<file path="config.mk">
export PLATFORM = sky130hd
export DESIGN_NAME = uart_cmd_host_flat
export DESIGN_NICKNAME = d
export VERILOG_FILES = /design/src/rtl/uart_cmd_host_if.sv /design/src/rtl/uart_cmd_host.sv /design/src/flat_wrapper.sv
export SDC_FILE = /design/constraint.sdc
export NUM_CORES = 1
export LEC_CHECK = 0
export BUFFER_PORTS_ARGS = -buffer_cell sky130_fd_sc_hd__buf_2
export CORE_AREA = 2 2 103 95
export CTS_CLUSTER_DIAMETER = 80
export DETAILED_ROUTE_END_ITERATION = 16
export DIE_AREA = 0 0 105 97
export PLACE_DENSITY = 0.66
export RECOVER_POWER = 50
export REMOVE_ABC_BUFFERS = 1
export SLEW_MARGIN = 15
export SYNTH_ARGS = -nofsm -noshare
export SYNTH_HDL_FRONTEND = slang
export SYNTH_SLANG_ARGS = --single-unit
</file>
<file path="constraint.sdc">
create_clock -name dram_clk -period 3.9 [get_ports dram_clk]
set_clock_uncertainty 0.1 [all_clocks]
set_input_delay 0.195 -clock dram_clk [delete_from_list [all_inputs] [get_ports dram_clk]]
set_output_delay 0.195 -clock dram_clk [all_outputs]
set_load 0.02 [all_outputs]
</file>
<file path="src/rtl/uart_cmd_host_if.sv">
// uart_cmd_host_if: command-side and UART-side handshake bundle for uart_cmd_host.
//   BurstLength : response bytes per read; sets the o_rsp_data width (8*BurstLength).
//   slave modport  : seen by uart_cmd_host (takes commands, drives the UART).
//   master modport : seen by the requester and the UART model.
//   cmd   : i_cmd_valid/o_cmd_rdy handshake, i_cmd_wr, i_cmd_addr, i_cmd_data
//   rsp   : o_wr_done, o_rsp_valid, o_rsp_data, o_rsp_timeout, o_stray
//   uart  : o_tx_data/o_tx_req/i_tx_rdy, i_rx_data/i_rx_rdy/o_rx_req
interface uart_cmd_host_if #(
  parameter int BurstLength = 4
);
  logic                     i_cmd_valid;
  logic                     o_cmd_rdy;
  logic                     i_cmd_wr;
  logic [7:0]               i_cmd_addr;
  logic [7:0]               i_cmd_data;
  logic                     o_wr_done;
  logic                     o_rsp_valid;
  logic [8*BurstLength-1:0] o_rsp_data;
  logic                     o_rsp_timeout;
  logic                     o_stray;
  logic [7:0]               o_tx_data;
  logic                     o_tx_req;
  logic                     i_tx_rdy;
  logic [7:0]               i_rx_data;
  logic                     i_rx_rdy;
  logic                     o_rx_req;

  modport slave (
    input  i_cmd_valid, i_cmd_wr, i_cmd_addr, i_cmd_data, i_tx_rdy, i_rx_data, i_rx_rdy,
    output o_cmd_rdy, o_wr_done, o_rsp_valid, o_rsp_data, o_rsp_timeout, o_stray,
           o_tx_data, o_tx_req, o_rx_req
  );

  modport master (
    output i_cmd_valid, i_cmd_wr, i_cmd_addr, i_cmd_data, i_tx_rdy, i_rx_data, i_rx_rdy,
    input  o_cmd_rdy, o_wr_done, o_rsp_valid, o_rsp_data, o_rsp_timeout, o_stray,
           o_tx_data, o_tx_req, o_rx_req
  );
endinterface

</file>
<file path="src/rtl/uart_cmd_host.sv">
// uart_cmd_host: host-side initiator for the SDRAM test command protocol over UART.
// Write sends 0x77, addr, data; read sends 0x72, addr and then collects BurstLength
// response bytes into one parallel word (byte i at bits [8i+7:8i]).
//   dram_clk : clock, rising edge
//   i_rst_n  : synchronous active-low reset
//   bus      : uart_cmd_host_if.slave (command, response and UART handshakes)
// Optional feature: define UART_CMD_HOST_TIMEOUT_EN to enable the read timeout
// (TimeoutCycles = (ClockFreq/BaudRate)*10*TimeoutBytes); otherwise RX_WAIT waits forever
// and o_rsp_timeout stays 0.
module uart_cmd_host #(
  parameter int BurstLength  = 4,
  parameter int ClockFreq    = 100_000_000,
  parameter int BaudRate     = 115200,
  parameter int TimeoutBytes = 8
) (
  input logic           dram_clk,
  input logic           i_rst_n,
  uart_cmd_host_if.slave bus
);
  localparam int RxW           = $clog2(BurstLength + 1);
  localparam int TimeoutCycles = (ClockFreq / BaudRate) * 10 * TimeoutBytes;

  if (BurstLength < 1 || TimeoutCycles < 1) begin : g_bad_cfg
    $error("uart_cmd_host: BurstLength and TimeoutCycles must be >= 1");
  end

  typedef enum logic [2:0] {IDLE, TX_REQ, TX_GUARD, TX_DONE, RX_WAIT} state_e;

  state_e                        state_q, state_d;
  logic [2:0][7:0]               buf_q, buf_d;       // [0]=opcode [1]=addr [2]=data
  logic                          wr_q, wr_d;
  logic [1:0]                    byte_cnt_q, byte_cnt_d;
  logic                          guard_q, guard_d;
  logic [RxW-1:0]                rx_cnt_q, rx_cnt_d;
  logic [BurstLength-1:0][7:0]   rx_buf_q, rx_buf_d; // bytes of the read in flight
  logic [BurstLength-1:0][7:0]   rsp_q, rsp_d;       // last completed response
  logic                          cmd_rdy_q, cmd_rdy_d;
  logic                          rx_req_q, rx_req_d;
  logic                          stray_q, stray_d;
  logic                          tx_req_c, wr_done_c, rsp_valid_c, rsp_tmo_c;
  logic                          rx_take, last_byte, tmo_hit;

  // A pending ack blocks a second take of the same byte.
  assign rx_take   = bus.i_rx_rdy && !rx_req_q;
  assign last_byte = (byte_cnt_q == (wr_q ? 2'd2 : 2'd1));

`ifdef UART_CMD_HOST_TIMEOUT_EN
  localparam int TmoW = $clog2(TimeoutCycles + 1);
  logic [TmoW-1:0] tmo_q, tmo_d;
  // Counts idle RX_WAIT cycles; any stored byte restarts it (byte beats expiry).
  assign tmo_d   = (state_q == RX_WAIT && !rx_take) ? tmo_q + TmoW'(1) : '0;
  assign tmo_hit = (tmo_q == TmoW'(TimeoutCycles - 1));
  always_ff @(posedge dram_clk) begin
    if (!i_rst_n) tmo_q <= '0;
    else          tmo_q <= tmo_d;
  end
`else
  assign tmo_hit = 1'b0;
`endif

  always_ff @(posedge dram_clk) begin
    if (!i_rst_n) begin
      state_q    <= IDLE;
      buf_q      <= '0;
      wr_q       <= 1'b0;
      byte_cnt_q <= '0;
      guard_q    <= 1'b0;
      rx_cnt_q   <= '0;
      rx_buf_q   <= '0;
      rsp_q      <= '0;
      cmd_rdy_q  <= 1'b0;
      rx_req_q   <= 1'b0;
      stray_q    <= 1'b0;
    end else begin
      state_q    <= state_d;
      buf_q      <= buf_d;
      wr_q       <= wr_d;
      byte_cnt_q <= byte_cnt_d;
      guard_q    <= guard_d;
      rx_cnt_q   <= rx_cnt_d;
      rx_buf_q   <= rx_buf_d;
      rsp_q      <= rsp_d;
      cmd_rdy_q  <= cmd_rdy_d;
      rx_req_q   <= rx_req_d;
      stray_q    <= stray_d;
    end
  end

  always_comb begin
    state_d     = state_q;
    buf_d       = buf_q;
    wr_d        = wr_q;
    byte_cnt_d  = byte_cnt_q;
    guard_d     = guard_q;
    rx_cnt_d    = rx_cnt_q;
    rx_buf_d    = rx_buf_q;
    rsp_d       = rsp_q;
    tx_req_c    = 1'b0;
    wr_done_c   = 1'b0;
    rsp_valid_c = 1'b0;
    rsp_tmo_c   = 1'b0;
    // Every available byte is acked; outside RX_WAIT it is dropped as stray.
    rx_req_d    = rx_take;
    stray_d     = rx_take && (state_q != RX_WAIT);
    case (state_q)
      IDLE: begin
        if (bus.i_cmd_valid && cmd_rdy_q) begin
          buf_d      = {bus.i_cmd_data, bus.i_cmd_addr, (bus.i_cmd_wr ? 8'h77 : 8'h72)};
          wr_d       = bus.i_cmd_wr;
          byte_cnt_d = '0;
          state_d    = TX_REQ;
        end
      end
      TX_REQ: begin
        if (bus.i_tx_rdy) begin
          tx_req_c = 1'b1;
          guard_d  = 1'b0;
          state_d  = TX_GUARD;
        end
      end
      TX_GUARD: begin
        // Two cycles so the UART has time to drop tx_rdy for the byte just sent.
        guard_d = 1'b1;
        if (guard_q) state_d = TX_DONE;
      end
      TX_DONE: begin
        if (bus.i_tx_rdy) begin
          if (!last_byte) begin
            byte_cnt_d = byte_cnt_q + 2'd1;
            state_d    = TX_REQ;
          end else if (wr_q) begin
            wr_done_c = 1'b1;
            state_d   = IDLE;
          end else begin
            rx_cnt_d = '0;
            state_d  = RX_WAIT;
          end
        end
      end
      RX_WAIT: begin
        if (rx_cnt_q == RxW'(BurstLength)) begin
          rsp_valid_c = 1'b1;
          state_d     = IDLE;
        end else if (rx_take) begin
          for (int i = 0; i < BurstLength; i++)
            if (rx_cnt_q == RxW'(i)) rx_buf_d[i] = bus.i_rx_data;
          rx_cnt_d = rx_cnt_q + RxW'(1);
          // Publish on the last store so data is stable in the o_rsp_valid cycle.
          if (rx_cnt_q == RxW'(BurstLength - 1)) rsp_d = rx_buf_d;
        end else if (tmo_hit) begin
          rsp_tmo_c = 1'b1;
          state_d   = IDLE;
        end
      end
      default: state_d = IDLE;
    endcase
  end

  // Ready follows the state being entered, so it rises the cycle after a done pulse.
  assign cmd_rdy_d = (state_d == IDLE);

  // Mealy pulses are masked in reset so an aborted transaction emits nothing.
  assign bus.o_cmd_rdy     = cmd_rdy_q;
  assign bus.o_tx_req      = tx_req_c & i_rst_n;
  assign bus.o_tx_data     = bus.o_tx_req ? buf_q[byte_cnt_q] : 8'h00;
  assign bus.o_wr_done     = wr_done_c & i_rst_n;
  assign bus.o_rsp_valid   = rsp_valid_c & i_rst_n;
  assign bus.o_rsp_timeout = rsp_tmo_c & i_rst_n;
  assign bus.o_rsp_data    = rsp_q;
  assign bus.o_rx_req      = rx_req_q;
  assign bus.o_stray       = stray_q;
endmodule
</file>
<file path="src/flat_wrapper.sv">
// flat-port wrapper written by rule: the top's interface ports become plain ports
module uart_cmd_host_flat 
#(
  parameter int BurstLength  = 4,
  parameter int ClockFreq    = 100_000_000,
  parameter int BaudRate     = 115200,
  parameter int TimeoutBytes = 8
)
  (dram_clk, i_rst_n, bus_i_cmd_valid, bus_i_cmd_wr, bus_i_cmd_addr, bus_i_cmd_data, bus_i_tx_rdy, bus_i_rx_data, bus_i_rx_rdy, bus_o_cmd_rdy, bus_o_wr_done, bus_o_rsp_valid, bus_o_rsp_data, bus_o_rsp_timeout, bus_o_stray, bus_o_tx_data, bus_o_tx_req, bus_o_rx_req);
  uart_cmd_host_if #(.BurstLength(BurstLength)) bus_i ();
  input logic dram_clk;
  input logic i_rst_n;
  input wire logic [$bits(bus_i.i_cmd_valid)-1:0] bus_i_cmd_valid;
  input wire logic [$bits(bus_i.i_cmd_wr)-1:0] bus_i_cmd_wr;
  input wire logic [$bits(bus_i.i_cmd_addr)-1:0] bus_i_cmd_addr;
  input wire logic [$bits(bus_i.i_cmd_data)-1:0] bus_i_cmd_data;
  input wire logic [$bits(bus_i.i_tx_rdy)-1:0] bus_i_tx_rdy;
  input wire logic [$bits(bus_i.i_rx_data)-1:0] bus_i_rx_data;
  input wire logic [$bits(bus_i.i_rx_rdy)-1:0] bus_i_rx_rdy;
  output wire logic [$bits(bus_i.o_cmd_rdy)-1:0] bus_o_cmd_rdy;
  output wire logic [$bits(bus_i.o_wr_done)-1:0] bus_o_wr_done;
  output wire logic [$bits(bus_i.o_rsp_valid)-1:0] bus_o_rsp_valid;
  output wire logic [$bits(bus_i.o_rsp_data)-1:0] bus_o_rsp_data;
  output wire logic [$bits(bus_i.o_rsp_timeout)-1:0] bus_o_rsp_timeout;
  output wire logic [$bits(bus_i.o_stray)-1:0] bus_o_stray;
  output wire logic [$bits(bus_i.o_tx_data)-1:0] bus_o_tx_data;
  output wire logic [$bits(bus_i.o_tx_req)-1:0] bus_o_tx_req;
  output wire logic [$bits(bus_i.o_rx_req)-1:0] bus_o_rx_req;
  assign bus_i.i_cmd_valid = bus_i_cmd_valid;
  assign bus_i.i_cmd_wr = bus_i_cmd_wr;
  assign bus_i.i_cmd_addr = bus_i_cmd_addr;
  assign bus_i.i_cmd_data = bus_i_cmd_data;
  assign bus_i.i_tx_rdy = bus_i_tx_rdy;
  assign bus_i.i_rx_data = bus_i_rx_data;
  assign bus_i.i_rx_rdy = bus_i_rx_rdy;
  assign bus_o_cmd_rdy = bus_i.o_cmd_rdy;
  assign bus_o_wr_done = bus_i.o_wr_done;
  assign bus_o_rsp_valid = bus_i.o_rsp_valid;
  assign bus_o_rsp_data = bus_i.o_rsp_data;
  assign bus_o_rsp_timeout = bus_i.o_rsp_timeout;
  assign bus_o_stray = bus_i.o_stray;
  assign bus_o_tx_data = bus_i.o_tx_data;
  assign bus_o_tx_req = bus_i.o_tx_req;
  assign bus_o_rx_req = bus_i.o_rx_req;
  uart_cmd_host #(.BurstLength(BurstLength), .ClockFreq(ClockFreq), .BaudRate(BaudRate), .TimeoutBytes(TimeoutBytes)) u_core (.dram_clk(dram_clk), .i_rst_n(i_rst_n), .bus(bus_i));
endmodule
</file>
* Yosys cells after proc, flatten, opt, wreduce, memory -nomap -nowiden *
Cells that the tools add are included.

storage, ports and cells
  logic and storage cells = 97
  output and inout port bits = 47
  input bits = 30
  latch bits = 0
  register bits after elaboration = 101
  bits in read-only memories = 0
  RAM bits = 0
  memories = 0

operators by class
  shifts and indexed selects = 0
  eq/ne operators = 18
  bitwise gates (word level) = 4
  $add $sub $neg = 2
  mux-type cells = 37
  $mul = 0
  order comparisons = 1
  div/mod/pow operators = 0
  reduce and logical (&&, ||, !) cells = 16

operators with widths
  cell                   number
  $mux W8                6
  $mux W3                13
  $bmux W8 S2            1
  $pmux W3 S5            1
  $eq A3 B2 Y1 const B   4
  $ne A2 B2 Y1 const B   5
  $logic_not A3 Y1       3
  $mux W1                9
  $mux W2                4
  $reduce_and A4 Y1      2
  $eq A3 B1 Y1 const B   2
  $eq A3 B3 Y1 const B   2
  $ne A2 B1 Y1 const B   3
  $pmux W3 S2            1
  $reduce_and A6 Y1      1
  $reduce_bool A2 Y1     3
  $pmux W2 S2            1
  $reduce_and A2 Y1      2
  $add A3 B1 Y3 const B  1
  $and A1 B1 Y1          3
  $logic_and A1 B1 Y1    3
  $lt A2 B3 Y1 const B   1
  $ne A3 B3 Y1 const B   1
  $reduce_and A3 Y1      1
  5 further kinds        5

* Logic depth before layout (Yosys ltp) *
  depth after elaboration = 6
  gate-level depth with buffers = 8
  depth with buffers taken out = 6

* Worst setup path after synthesis *
No wires, ideal clock.

  kind = register to register
  start point = register u_core.rx_cnt_q[0]
  end point = register u_core.rsp_q, in the netlist u_core.bus.o_rsp_data[15]
  setup time = 0.116 ns
  arrival = 1.512 ns
  path buffers = 2
  path slack = 2.171 ns
  stages on the path, launching flop included = 9
  path through = dfxtp_1 -> inv_1 -> ha_1 -> nand2_1 -> and4_1 -> buf_4 -> buf_6 -> nand2_1 -> o211a_1

between the ends
  longest elaborated chain between the ends = 3

ends and longest elaborated chain
  item                                line                  source
  start: declaration                  uart_cmd_host.sv:34   logic [RxW-1:0] rx_cnt_q, rx_cnt_d;
  start signal: assignment            uart_cmd_host.sv:80   rx_cnt_q <= rx_cnt_d;
  $eq A3 B3 Y1                        uart_cmd_host.sv:141  if (rx_cnt_q == RxW'(BurstLength)) begin
  $not A1 Y1 (no source line)         -
  $reduce_and A4 Y1 (no source line)  -
  end signal: assignment              uart_cmd_host.sv:82   rsp_q <= rsp_d;
  end: declaration                    uart_cmd_host.sv:36   logic [BurstLength-1:0][7:0] rsp_q, rsp_d;

Parallel ways exist; a longest one is shown, timed or not.
A chain may end at the register's enable or synchronous reset.

* Worst setup path after layout *
  start point = register u_core.state_q[2]
  end point = register u_core.rsp_q, in the netlist u_core.bus.o_rsp_data[6]

between the ends
  longest elaborated chain between the ends = 2

ends and longest elaborated chain
  item                                line                  source
  start: declaration                  uart_cmd_host.sv:29   state_e state_q, state_d;
  start signal: assignment            uart_cmd_host.sv:75   state_q <= state_d;
  $eq A3 B3 Y1                        uart_cmd_host.sv:105  case (state_q)
  $reduce_and A4 Y1 (no source line)  -

Every way passes these cells.

==> flow_summary.ini <==
[route]
top_layer = met4
vias_per_cell = 5.07
wl_met2_mm = 4.01
num_vias = 3149
drc = 0
drt_iter0_drc = 123
drt-wirelength-per-cell_um = 14.0
route.met3.wl_um = 274
drt-pass1-iter-count = 5
drt_wl_total_mm = 8.70
wl_met1_mm = 4.20
ant_nets = 0

[timing]
fin_tns_setup_ps = 0
hold_viol = 0
period_minus_slack_ps = 2770
fin_crit_sh_pct = 71.1
max_freq_mhz = 361
worstMarginPinSlew_ps = 1190
relSlewSlack_pct = 20.7
fin_ws_ps = 1130
drv_slew = 0
setup-violations-final = 0
rsz0062_at_grt = no
finalHoldWorstSlack_ps = 33.8

[clock_tree]
clk_latency_ps = 350
cts_buffer_depth = 2
cts-root-buf = clkbuf_8
clock_sinks = 86
numCtsBuffers = 9
cts_setup_buffers = 0
path_clk_slew_ps = 90
cts_tree = yes
htreeDepth = 3

[power_and_ir_drop]
p_per_area_mw_per_mm2 = 386
pwr-share-comb_pct = 7.0
switching_power_mw = 0.404
clkPwrFrac_pct = 42.3
p_seq_share_pct = 50.7
cellLeakagePower_nw = 2.16
total_power_mw = 1.80
vdd_drop_max_mv = 0.195
p_int_mw = 1.40
switching_share_pct = 22.4

[worst_setup_path]
start_kind = flop
cp.required_ps = 4050
worstRegToRegCells = 5
path_cells = nor3b_1, clkbuf_1, and4_2, nand2_1, o211a_1
end_kind = flop
path_class = reg2reg
cp_max_fo = 56
critPathSlowestCell = and4_2
critPathMaxStageDelay_ps = 1030
worstPathArrival_ps = 2920

[logic_synthesis]
synth-edff-count = 0
syn_inst = 420
ys_seq_elements = 86
syn_area_sq_mm = 0.00400
synthArstFlopShare_pct = 0
yosysWarnings = 0
ys.flop_type = dfxtp_1
synth_area_per_cell_sq_um = 9.52
ys_seq_area_share_pct = 43.1
synth_cell_types = 43

[floorplan]
die-width_um = 105
dieArea_sq_mm = 0.0102
start_util_pct = 44.4
die_y_um = 97
design.core.area_sq_mm = 0.00900
pin_count = 77
rows = 33

[min_path]
hold_class = in2reg
holdPathStages = 3

[place]
dp_cells = 588
dp_slack_ps = 1450
gp_congestion = 0.798
io_buffer_count = 75
hpwl_mm = 5.51

[run]
cap_viol_max_count = 0

[layout]
layout.nets = 529
final_cells = 621
synthToLayoutAreaGrowth_pct = 16.7
diodes = 0
drive_gt1_share_pct = 12.0

[global_route]
grt_usage_pct = 17.2
antenna_found_initial = 0
overflow = 0
grt_pass1_wl_mm = 14.4
grt_pass1_vias = 3049
grt_max_degree = 57

[run_status]
status = finished clean
final cells by class:
class | instances | area [sq um]
clock buffer | 11 | 141
clock inverter | 5 | 106
fill | 889 | 4340
inverter | 4 | 15.0
multi-input combinational | 298 | 2010
sequential | 86 | 1720
tap | 122 | 153
timing repair buffer | 95 | 517
synth_stat cells (3+ instances only):
cell / count / area (sq um)
nor2_1: 14 / 52.6
buf_6: 6 / 67.6
a21oi_1: 11 / 55.1
a22oi_1: 3 / 22.5
and4_1: 3 / 26.3
nand2_1: 86 / 323
o21ai_0: 5 / 25.0
buf_4: 5 / 37.5
nand4_4: 4 / 85.1
ha_1: 5 / 62.6
clkbuf_2: 3 / 15.0
o211a_1: 24 / 240
nand3_1: 4 / 20.0
clkbuf_1: 12 / 45.0
inv_1: 4 / 15.0
mux2i_1: 51 / 510
a21boi_0: 14 / 105
dfxtp_1: 86 / 1720
a2bb2oi_1: 6 / 52.6
buf_2: 5 / 25.0
nor2b_1: 37 / 231
a21boi_1: 11 / 82.6
placed cells by master, fill, tap and decap left out, drive strengths merged, types with 2 or more instances in the layout:
cell type     n
nor2         14
nor4          2
buf          41
a2bb2oi       6
bufinv        3
clkbuf       48
ha            5
o211a        24
inv           4
o21ai         5
nand2        86
nand4         5
and4          3
dlygate4sd3  17
a21boi       25
nor2b        37
nor3b         2
mux2i        51
a22oi         3
dfxtp        86
nand3         5
a21oi        12
worst paths after layout:
path	startpoint	end	slack, ps
setup / recovery	u_core.state_q[2]$_SDFF_PN0_	u_core.bus.o_rsp_data[6]$_SDFFE_PN0P_	1130
hold / removal	bus_i_rx_data[0]	u_core.bus.o_rsp_data[24]$_SDFFE_PN0P_	30
setup reg to reg	u_core.state_q[2]$_SDFF_PN0_	u_core.bus.o_rsp_data[6]$_SDFFE_PN0P_	1130
hold reg to reg	u_core.bus.o_rsp_data[28]$_SDFFE_PN0P_	u_core.bus.o_rsp_data[28]$_SDFFE_PN0P_	360
cells by family (layout without fill, tap and decap cells):
family          after synthesis  after routing  share of synthesized area, %
simple gates                162            162                          21.6
flops                        86             86                          43.1
compound gates               78             78                          15.4
mux                          51             51                          12.8
buf+inv                      36            115                          5.23
fa+ha+maj                     5              5                          1.57
other cells                   1              1                        0.0938
xor+xnor                      1              1                         0.219
critical path: cells and delay by family (launching register included):
family	cells	cell delay, ps
flops	1	540
simple gates	3	1390
buf+inv	1	470
compound gates	1	170
sequential cells by signal, indices dropped and copies added (netlist names):
name and count:
u_core.rx_cnt_q 3, u_core.state_q 3, u_core.bus.o_rx_req 1, u_core.byte_cnt_q 2, u_core.bus.o_stray 1, u_core.bus.o_rsp_data 32
u_core.buf_q 18, u_core.rx_buf_q 24, u_core.guard_q 1, u_core.bus.o_cmd_rdy 1
metal layers:
layer | vias up | GRT usage, %
met2 | 63 | 28.5
met5 | - | 0
met3 | 17 | 4.45
li1 | 1594 | -
met1 | 1475 | 21.6
met4 | 0 | 6.36
repair_timing:
action	4_1_cts	5_1_grt
resized for setup	0	0
hold endpoints to repair	17	0
hold buffers	17	0
power by group through the flow:
stage / logic, mW / registers (mW) / clock network [mW]
after floorplan: 0.0614 / 0.933 / 0
after global placement: 0.115 / 0.932 / 0
after detailed placement: 0.116 / 0.933 / 0
after CTS: 0.130 / 0.913 / 0.787
after global routing: 0.140 / 0.916 / 0.815
final: 0.126 / 0.913 / 0.761
stage by stage:
stage	util [%]	instance area [sq um]
final	51.8	4660
after global routing	51.8	4660
after CTS	53.0	4770
after detailed placement	48.4	4350
after global placement	48.4	4350
after floorplan	-	3800
No activity file was read; power rests on OpenSTA's default activity.
